==> src/rtl/layer_pingpong_control.sv <==
// Ping-pong controller between a producer and a consumer layer: sequences both
// layers through two feature RAM banks and muxes each bank to its current owner.
module layer_pingpong_control #(
   parameter int ADDR_WIDTH = 9,
   parameter int Q_WIDTH    = 64,
   parameter int NUM_FRAMES = 4,
   parameter int CNT_WIDTH  = 8
) (
   input  logic                  clock,
   input  logic                  reset,
   input  logic                  enable,
   output logic                  all_done,
   output logic                  prod_enable,
   output logic                  prod_reset,
   input  logic                  prod_done,
   output logic                  cons_enable,
   output logic                  cons_reset,
   input  logic                  cons_done,
   input  logic [ADDR_WIDTH-1:0] prod_addr_a,
   input  logic [ADDR_WIDTH-1:0] prod_addr_b,
   input  logic                  prod_wren_a,
   input  logic                  prod_wren_b,
   input  logic [ADDR_WIDTH-1:0] cons_addr_a,
   input  logic [ADDR_WIDTH-1:0] cons_addr_b,
   input  logic                  cons_rden_a,
   input  logic                  cons_rden_b,
   output logic [Q_WIDTH-1:0]    cons_q_a,
   output logic [Q_WIDTH-1:0]    cons_q_b,
   output logic [ADDR_WIDTH-1:0] bank0_addr_a,
   output logic [ADDR_WIDTH-1:0] bank0_addr_b,
   output logic                  bank0_rden_a,
   output logic                  bank0_rden_b,
   output logic                  bank0_wren_a,
   output logic                  bank0_wren_b,
   input  logic [Q_WIDTH-1:0]    bank0_q_a,
   input  logic [Q_WIDTH-1:0]    bank0_q_b,
   output logic [ADDR_WIDTH-1:0] bank1_addr_a,
   output logic [ADDR_WIDTH-1:0] bank1_addr_b,
   output logic                  bank1_rden_a,
   output logic                  bank1_rden_b,
   output logic                  bank1_wren_a,
   output logic                  bank1_wren_b,
   input  logic [Q_WIDTH-1:0]    bank1_q_a,
   input  logic [Q_WIDTH-1:0]    bank1_q_b,
   output logic                  prod_bank,
   output logic                  cons_bank,
   output logic [CNT_WIDTH-1:0]  frame_count
);

   localparam logic [2:0] P_IDLE = 3'd0;
   localparam logic [2:0] P_CLR  = 3'd1;
   localparam logic [2:0] P_RUN  = 3'd2;
   localparam logic [2:0] P_WAIT = 3'd3;
   localparam logic [2:0] P_FIN  = 3'd4;

   localparam logic [1:0] C_IDLE = 2'd0;
   localparam logic [1:0] C_CLR  = 2'd1;
   localparam logic [1:0] C_RUN  = 2'd2;
   localparam logic [1:0] C_FIN  = 2'd3;

   localparam logic [CNT_WIDTH-1:0] LAST_CNT = CNT_WIDTH'(NUM_FRAMES);

   logic [2:0]           p_state_q, p_state_d;
   logic [1:0]           c_state_q, c_state_d;
   logic [1:0]           full_q, full_d;
   logic                 prod_bank_q, prod_bank_d;
   logic                 cons_bank_q, cons_bank_d;
   logic [CNT_WIDTH-1:0] prod_cnt_q, prod_cnt_d;
   logic [CNT_WIDTH-1:0] cons_cnt_q, cons_cnt_d;
   logic                 set_full, clr_full;

   assign set_full = enable && (p_state_q == P_RUN) && prod_done;
   assign clr_full = enable && (c_state_q == C_RUN) && cons_done;

   always_comb begin
      p_state_d   = p_state_q;
      c_state_d   = c_state_q;
      full_d      = full_q;
      prod_bank_d = prod_bank_q;
      cons_bank_d = cons_bank_q;
      prod_cnt_d  = prod_cnt_q;
      cons_cnt_d  = cons_cnt_q;
      if (!enable) begin
         // Abort: everything returns to its power-on state, restart is from bank 0
         p_state_d   = P_IDLE;
         c_state_d   = C_IDLE;
         full_d      = '0;
         prod_bank_d = 1'b0;
         cons_bank_d = 1'b0;
         prod_cnt_d  = '0;
         cons_cnt_d  = '0;
      end else begin
         case (p_state_q)
            P_IDLE: p_state_d = P_CLR;
            P_CLR:  p_state_d = P_RUN;
            P_RUN: begin
               if (prod_done) begin
                  prod_bank_d = ~prod_bank_q;
                  prod_cnt_d  = prod_cnt_q + CNT_WIDTH'(1);
                  p_state_d   = (prod_cnt_q + CNT_WIDTH'(1) == LAST_CNT) ? P_FIN : P_WAIT;
               end
            end
            P_WAIT: if (!full_q[prod_bank_q]) p_state_d = P_CLR;
            P_FIN:  p_state_d = P_FIN;
            default: p_state_d = P_IDLE;
         endcase

         case (c_state_q)
            C_IDLE: if (full_q[cons_bank_q]) c_state_d = C_CLR;
            C_CLR:  c_state_d = C_RUN;
            C_RUN: begin
               if (cons_done) begin
                  cons_bank_d = ~cons_bank_q;
                  cons_cnt_d  = cons_cnt_q + CNT_WIDTH'(1);
                  c_state_d   = (cons_cnt_q + CNT_WIDTH'(1) == LAST_CNT) ? C_FIN : C_IDLE;
               end
            end
            default: c_state_d = C_FIN;
         endcase

         if (set_full) full_d[prod_bank_q] = 1'b1;
         if (clr_full) full_d[cons_bank_q] = 1'b0;
      end
   end

   always_ff @(posedge clock or negedge reset) begin
      if (!reset) begin
         p_state_q   <= P_IDLE;
         c_state_q   <= C_IDLE;
         full_q      <= '0;
         prod_bank_q <= 1'b0;
         cons_bank_q <= 1'b0;
         prod_cnt_q  <= '0;
         cons_cnt_q  <= '0;
      end else begin
         p_state_q   <= p_state_d;
         c_state_q   <= c_state_d;
         full_q      <= full_d;
         prod_bank_q <= prod_bank_d;
         cons_bank_q <= cons_bank_d;
         prod_cnt_q  <= prod_cnt_d;
         cons_cnt_q  <= cons_cnt_d;
      end
   end

   assert property (@(posedge clock) disable iff (!reset)
      !(set_full && clr_full && (prod_bank_q == cons_bank_q)));

   assign prod_reset  = (p_state_q == P_CLR);
   assign prod_enable = (p_state_q == P_RUN);
   assign cons_reset  = (c_state_q == C_CLR);
   assign cons_enable = (c_state_q == C_RUN);
   assign all_done    = (c_state_q == C_FIN);
   assign prod_bank   = prod_bank_q;
   assign cons_bank   = cons_bank_q;
   assign frame_count = cons_cnt_q;
   assign cons_q_a    = cons_bank_q ? bank1_q_a : bank0_q_a;
   assign cons_q_b    = cons_bank_q ? bank1_q_b : bank0_q_b;

   // Producer ownership wins; the consumer only ever holds the other bank
   always_comb begin
      bank0_addr_a = '0;
      bank0_addr_b = '0;
      bank0_rden_a = 1'b0;
      bank0_rden_b = 1'b0;
      bank0_wren_a = 1'b0;
      bank0_wren_b = 1'b0;
      bank1_addr_a = '0;
      bank1_addr_b = '0;
      bank1_rden_a = 1'b0;
      bank1_rden_b = 1'b0;
      bank1_wren_a = 1'b0;
      bank1_wren_b = 1'b0;
      if (prod_enable && !prod_bank_q) begin
         bank0_addr_a = prod_addr_a;
         bank0_addr_b = prod_addr_b;
         bank0_wren_a = prod_wren_a;
         bank0_wren_b = prod_wren_b;
      end else if (cons_enable && !cons_bank_q) begin
         bank0_addr_a = cons_addr_a;
         bank0_addr_b = cons_addr_b;
         bank0_rden_a = cons_rden_a;
         bank0_rden_b = cons_rden_b;
      end
      if (prod_enable && prod_bank_q) begin
         bank1_addr_a = prod_addr_a;
         bank1_addr_b = prod_addr_b;
         bank1_wren_a = prod_wren_a;
         bank1_wren_b = prod_wren_b;
      end else if (cons_enable && cons_bank_q) begin
         bank1_addr_a = cons_addr_a;
         bank1_addr_b = cons_addr_b;
         bank1_rden_a = cons_rden_a;
         bank1_rden_b = cons_rden_b;
      end
   end

endmodule

==> config.mk <==
export PLATFORM = sky130hd
export DESIGN_NAME = layer_pingpong_control
export DESIGN_NICKNAME = d
export VERILOG_FILES = /design/src/rtl/layer_pingpong_control.sv
export SDC_FILE = /design/constraint.sdc
export NUM_CORES = 1
export LEC_CHECK = 0
export ABC_AREA = 0
export CAP_MARGIN = 30
export CELL_PAD_IN_SITES_DETAIL_PLACEMENT = 0
export CELL_PAD_IN_SITES_GLOBAL_PLACEMENT = 1
export CORE_AREA = 2 2 192 194
export DETAILED_ROUTE_END_ITERATION = 8
export DIE_AREA = 0 0 194 196
export PLACE_DENSITY_LB_ADDON = 0.2
export SLEW_MARGIN = 20
export SYNTH_ARGS = -nofsm -noshare
export SYNTH_HDL_FRONTEND = slang
export SYNTH_SLANG_ARGS = --single-unit
==> constraint.sdc <==
create_clock -name clock -period 1.6 [get_ports clock]
set_input_delay 0.24 -clock clock [delete_from_list [all_inputs] [get_ports clock]]
set_output_delay 0.24 -clock clock [all_outputs]
set_load 0.02 [all_outputs]
==> metrics.md, run 1 <==
| Metric | Value |
|---|---|
| Failing checks | `negative setup slack` |
| Synth top area share | `0.4200` |
| Hold Fails Final Rpt | `0` |
| Boundary Pins | `488` |
| Design Power | `3657 µW` |
| Endpoints failing setup | `174` |
| I/O Buffers | `487` |
| Share of layout cells above drive strength 1 | `0.5271` |
| EDFF count, synth | `0` |
| Clock Tree Buf Depth | `2` |
| Share of flip-flops with an asynchronous set or reset | `1.000` |
| Synth cell types | `39` |
| Startpoint types | `flop` |
| Final nets | `1284` |
| Syn avg cell area | `8.290 µm²` |
| #FFs+latches synth | `25` |
| Setup WS post-layout | `-0.3228 ns` |
| Drt initial violations | `84` |
| Remaining DRCs | `0` |
| Worst-path clk slew | `0.07 ns` |
| Post-Syn Instances | `414` |
| Syn Std Cell Area | `3432 µm²` |
| Area Growth Syn to Fin | `199.0%` |
| GR Util All Layers | `0.1179` |
| Initial antenna violation count | `1` |
| Setup Total Neg Slack | `-37.89 ns` |
| Syn nets | `718` |
| Routed WL per cell | `16.72 µm` |
| Row cnt | `70` |
| Max Clk Rate | `520.1 MHz` |
| Slew Limit Fails | `0` |
| Critical Path AT | `1.68 ns` |
| Worst-path maximum fanout | `10` |
| Setup Crit Path Kind | `flop to output pin` |
| Multi-input gate area | `3161 µm²` |
| Cell taking the most area after synthesis | `mux2_2` |
| Vias | `5417` |
| Lkg Pwr | `0.004506 µW` |
| Die height | `196 µm` |
| RSZ-0062 raised after global routing | `yes` |
| Sequential-to-total area share from yosys stat | `0.1823` |
| Die W | `194 µm` |
| Skew final | `0.001880 ns` |
| Synth cell count leaders | `128 x mux2_2, 80 x nand2_1, 25 x dfrtp_1, 24 x nand3_1, 23 x o21ai_0` |
| Area contributors post-synth | `mux2_2 42%, dfrtp_1 18%, nand2_1 8.7%` |
| Hold-fix buffers, CTS | `0` |
| MaxCap Viol Count | `0` |
| Clk root buf | `clkbuf_16` |
| Cts bufs inserted | `3` |
| Pwr per Cell Area | `356.4 nW/µm²` |
| Initial core utilization | `0.09511` |
| DR pass1 iterations | `4` |
| Vias in the first global route | `5839` |
| Commonest register cell after synthesis | `dfrtp_1` |
| Yosys warnings | `0` |
| Clock Sinks | `25` |
| Total die area | `38020 µm²` |
| Pin slew with the least headroom to its limit | `0.4703 ns` |
| Most frequent cell after synthesis | `mux2_2` |
| CTS tree | `done` |
| Min cycle time layout | `1.923 ns` |
| Largest net degree at the start of global routing | `26` |
| Fin Hold WS | `0.3438 ns` |
| Setup WS pre-CTS | `-0.4790 ns` |
| Antenna-violating nets left | `0` |
| Clk_lat worst skew | `0.26 ns` |
| Final period utilization | `1.202` |
| H-tree depth | `1` |
| Slew HR | `0.6861` |
| Drt via density | `3.741` |
| Congestion Overflow GR | `0` |
| Fillcell total | `3908` |
| WL final | `24220 µm` |
| Status | `finished with violations` |
| Peak VDD IR | `0.3603 mV` |
| DP Wirelength | `19830 µm` |
| Critical Path RT | `1.36 ns` |
| Core footprint | `36080 µm²` |
| Worst Hold Class | `input pin to async pin` |
| First-pass GRT wire length | `34810 µm` |
| Register Area | `631.9 µm²` |
| CP endpoint kind | `output pin` |
| Gpl congestion | `0.7525` |
==> cell type report <==
| cell class | instances | area share |
|---|---|---|
| timing repair buffer | 592 | 0.5636 |
| inverter | 5 | 0.001829 |
| tap | 468 | 0.05707 |
| clock buffer | 4 | 0.007682 |
| sequential | 25 | 0.06158 |
| antenna | 1 | 0.0002439 |
| multi-input combinational | 353 | 0.3080 |
==> layer usage <==
metal	global-route usage	vias up	wire length, µm
li1	-	2603	-
met1	0.1117	2490	7857
met2	0.2470	304	13900
met3	0.03352	20	1996
met4	0.02301	0	465
met5	0	-	0
==> worst max-delay path, cell delays in order, from the launching register on <==
cell     delay (ns)
dfrtp_4        0.52
buf_12         0.17
buf_12         0.15
buf_12         0.13
mux2_2         0.27
buf_2          0.16
==> what timing repair did <==
action | CTS | global route
gates cloned | 7 | 4
setup endpoints to repair | 185 | 191
pin swaps | 15 | 34
resized for setup | 617 | 307
buffers inserted | 16 | 20
==> worst paths after layout <==
kind / startpoint / to / slack (ns) / cells after the start
max reg2reg: prod_bank / p_state_q[2] / -0.15 / 5
min in group clock: prod_cnt_q[1] / prod_cnt_q[1] / 0.55 / 2
min: reset / frame_count[6] / 0.34 / 2
max: cons_bank / cons_q_a[57] / -0.32 / 5
min reg2reg: prod_cnt_q[1] / prod_cnt_q[1] / 0.55 / 2
max in group asynchronous: reset / cons_bank / 0.95 / 2
==> placed cells by master (no fill, tap or decap), drive strengths merged <==
cell type / synthesis / routed
nor2b: 1 / 1
a21oi: 7 / 7
nor4: 3 / 3
mux2: 128 / 128
and2: 5 / 5
o21ai: 23 / 23
clkdlybuf4s15: 0 / 2
a211oi: 1 / 1
clkbuf: 20 / 41
nor3b: 1 / 1
nand3: 24 / 24
diode: 0 / 1
nor2: 20 / 20
a311oi: 2 / 2
or3: 2 / 2
or2b: 1 / 1
nor3: 7 / 7
nand4b: 2 / 2
nand2: 80 / 80
o211ai: 1 / 1
mux2i: 4 / 4
nand2b: 4 / 4
o21a: 1 / 1
nand4: 2 / 2
ha: 3 / 3
and3: 5 / 5
and3b: 2 / 2
clkdlybuf4s50: 0 / 300
dfrtp: 25 / 25
and4: 1 / 1
dlymetal6s2s: 0 / 13
inv: 5 / 5
nand3b: 1 / 1
nor4b: 1 / 1
or4b: 1 / 1
xnor2: 6 / 6
o22ai: 1 / 1
buf: 11 / 240
xor2: 12 / 12
and4bb: 1 / 1
==> registers in the layout, summed over array words and instances, names as in the netlist <==
name         cells
p_state_q        3
c_state_q        2
cons_bank        1
frame_count      8
full_q           2
prod_cnt_q       8
prod_bank        1
==> cells by family after synthesis <==
family / count (synthesis) / share of synthesized area
compound gates: 36 / 0.05870
xor+xnor: 18 / 0.04593
fa+ha+maj: 3 / 0.01094
buf+inv: 36 / 0.04338
flops: 25 / 0.1823
mux: 132 / 0.4316
simple gates: 164 / 0.2271
==> report_power, final <==
part	internal, µW	total [µW]	switching (µW)
logic	1430	2410	978
clock network	341	575	234
registers	649	669	20.1
==> per-stage QoR <==
step	area, µm²	instances	utilization
6_report	10260	1448	0.2844
5_1_grt	10260	1448	0.2844
3_3_place_gp	9534	1400	0.2642
2_1_floorplan	3617	414	-
3_5_place_dp	9534	1400	0.2642
4_1_cts	9796	1427	0.2715
Power figures use the tool's default switching activity.
==> run 2: changes to the inputs <==
--- a/config.mk
+++ b/config.mk
@@ -9,9 +9,9 @@
 export CAP_MARGIN = 30
 export CELL_PAD_IN_SITES_DETAIL_PLACEMENT = 0
 export CELL_PAD_IN_SITES_GLOBAL_PLACEMENT = 1
-export CORE_AREA = 2 2 192 194
+export CORE_AREA = 3 3 187 189
 export DETAILED_ROUTE_END_ITERATION = 8
-export DIE_AREA = 0 0 194 196
+export DIE_AREA = 0 0 190 192
 export PLACE_DENSITY_LB_ADDON = 0.2
 export SLEW_MARGIN = 20
 export SYNTH_ARGS = -nofsm -noshare
==> run 2 against run 1 <==
The flow still finishes with violations (negative setup slack). Clock power decreased by 2%. First-iteration DRC count increased by 33%. Routed wire length increased by 17%. Combinational power increased by 15%. Core utilization increased by 4.9 points. Critical endpoint is now cons_q_b[10].
==> metrics.md, run 2 (synthesis results as in run 1) <==
| Metric | Value |
|---|---|
| Slew HR | `0.7654` |
| Share of layout cells above drive strength 1 | `0.5067` |
| Largest net degree at the start of global routing | `26` |
| Worst r2r path cells | `4` |
| Vias | `5382` |
| Endpoints failing setup | `173` |
| CP endpoint kind | `output pin` |
| Pin slew with the least headroom to its limit | `0.3518 ns` |
| R2R setup slack | `-0.07 ns` |
| Skew final | `0.003312 ns` |
| Setup WS pre-CTS | `-0.4792 ns` |
| Min cycle time layout | `1.944 ns` |
| Status | `finished with violations` |
| Final nets | `1278` |
| DP Wirelength | `22360 µm` |
| Boundary Pins | `488` |
| Failing checks | `negative setup slack` |
| GR Util All Layers | `0.1346` |
| Row cnt | `67` |
| FF-to-FF End | `p_state_q[2]` |
| Hold-fix buffers, CTS | `0` |
| Worst-path clk slew | `0.07 ns` |
| Crit-path slowest cell | `dfrtp_4` |
| Cts bufs inserted | `3` |
| Congestion Overflow GR | `0` |
| Max Clk Rate | `514.3 MHz` |
| RSZ-0062 raised after global routing | `yes` |
| Critical Path RT | `1.36 ns` |
| CTS tree | `done` |
| I/O Buffers | `487` |
| Placed cells | `1382` |
| Die W | `190 µm` |
| Remaining DRCs | `0` |
| Total die area | `36480 µm²` |
| Worst path cell trace | `buf_12 -> buf_12 -> buf_6 -> mux2_4 -> buf_6` |
| Worst Hold Class | `input pin to async pin` |
| Drt via density | `3.782` |
| Critical path buffer and inverter count | `4` |
| Initial antenna violation count | `4` |
| Core footprint | `33450 µm²` |
| Area Growth Syn to Fin | `224.7%` |
| Pwr per Cell Area | `359.5 nW/µm²` |
| Startpoint types | `flop` |
| Non-Filler Instances | `1423` |
| Vias in the first global route | `5747` |
| Critical Path AT | `1.70 ns` |
| Setup Crit Path Kind | `flop to output pin` |
| DR pass1 iterations | `4` |
| Hold Fails Final Rpt | `0` |
| Initial core utilization | `0.1026` |
| Max incr delay on CP | `0.57 ns` |
| H-tree depth | `1` |
| First-pass GRT wire length | `37310 µm` |
| Worst r2r src | `prod_cnt_q[4]` |
| CP delay by family, top | `buffers and inverters` |
| Most common cell after layout, fill and taps aside | `clkdlybuf4s50_1` |
| Clock Sinks | `25` |
| Antenna-violating nets left | `0` |
| Clk root buf | `clkbuf_16` |
| Worst-path maximum fanout | `7` |
| MaxCap Viol Count | `0` |
| Setup WS post-layout | `-0.3442 ns` |
| Die height | `192 µm` |
| WL final | `28450 µm` |
| Most frequent cells in the layout | `301 x clkdlybuf4s50_1, 185 x buf_6, 109 x mux2_4` |
| Fillcell total | `3401` |
| Peak VDD IR | `0.4328 mV` |
| Clk_lat worst skew | `0.26 ns` |
| Clock Tree Buf Depth | `2` |
| Final period utilization | `1.215` |
| Gpl congestion | `0.7594` |
| Routed WL per cell | `20.00 µm` |
| Drt initial violations | `112` |
| Slew Limit Fails | `0` |
| Lkg Pwr | `0.004877 µW` |
==> run 2: layout make-up <==
cell class	count	area, µm²	share of cell area
Sequential cell	25	631.9	0.05670
Clock inverter	1	5.005	0.0004491
Inverter	5	18.77	0.001684
Multi-Input combinational cell	353	3453	0.3099
Clock buffer	3	75.07	0.006737
Antenna cell	2	5.005	0.0004491
Timing Repair Buffer	586	6394	0.5738
Tap cell	448	560.5	0.05030
==> run 2: how the worst max path moves through the flow <==
| stage | startpoint | to | depth (start not counted) |
|---|---|---|---|
| 2_1_floorplan | cons_bank | bank0_addr_b[5] | 5 |
| 3_3_place_gp | c_state_q[0] | bank0_addr_a[2] | 7 |
| 3_5_place_dp | p_state_q[0] | bank0_wren_b | 5 |
| 4_1_cts | p_state_q[0] | bank0_rden_b | 7 |
| 5_1_grt | p_state_q[0] | bank0_rden_b | 7 |
| 6_report | cons_bank | cons_q_b[10] | 5 |
==> run 2: worst reg2reg max path, delay by kind of cell (launching register included) <==
kind / cells / cell delay, ns
flops: 1 / 0.40
compound gates: 1 / 0.19
simple gates: 3 / 1.00
==> run 2: timing repair <==
action,4_1_cts,5_1_grt
resized for setup,759,493
setup endpoints to repair,183,191
pin swaps,11,21
cloned,6,8
setup buffers,21,7
==> run 2: through the flow <==
stage               setup TNS, ns  power, µW  instance area [µm²]    util  hold WS (ns)
detailed placement         -61.97       2944                 9534  0.2850        0.5395
CTS                        -52.09       3711                 9821  0.2936        0.3693
global route               -53.69       4204                11140  0.3331        0.3891
global placement           -61.93       2950                 9534  0.2850        0.5279
floorplan                 -0.1413       1454                 3617       -      -0.05559
finish                     -42.20       4007                11140  0.3331        0.3535
==> run 2: where the power goes <==
group | switching (µW) | internal [µW] | leakage (µW) | total, µW
sequential | 19.6 | 649 | 0.000341 | 668
clock | 228 | 337 | 0.0000409 | 565
combinational | 1060 | 1720 | 0.00450 | 2770
==> run 2: routing by layer <==
layer  global-route usage  vias to the layer above  part of all wire
met2               0.2620                      247              0.54
met1               0.1460                     2515              0.36
met4              0.02985                        4             0.020
met3              0.03304                       28             0.074
met5                    0                        -            0.0011
li1                     -                     2588                 -
==> run 3: changes to the inputs <==
--- a/config.mk
+++ b/config.mk
@@ -9,9 +9,9 @@
 export CAP_MARGIN = 30
 export CELL_PAD_IN_SITES_DETAIL_PLACEMENT = 0
 export CELL_PAD_IN_SITES_GLOBAL_PLACEMENT = 1
-export CORE_AREA = 3 3 187 189
+export CORE_AREA = 2 2 192 194
 export DETAILED_ROUTE_END_ITERATION = 8
-export DIE_AREA = 0 0 190 192
+export DIE_AREA = 0 0 194 196
 export PLACE_DENSITY_LB_ADDON = 0.2
 export SLEW_MARGIN = 20
 export SYNTH_ARGS = -nofsm -noshare
==> results of run 3 <==
The final DEF is identical to that of run 1; final timing and power are the same.
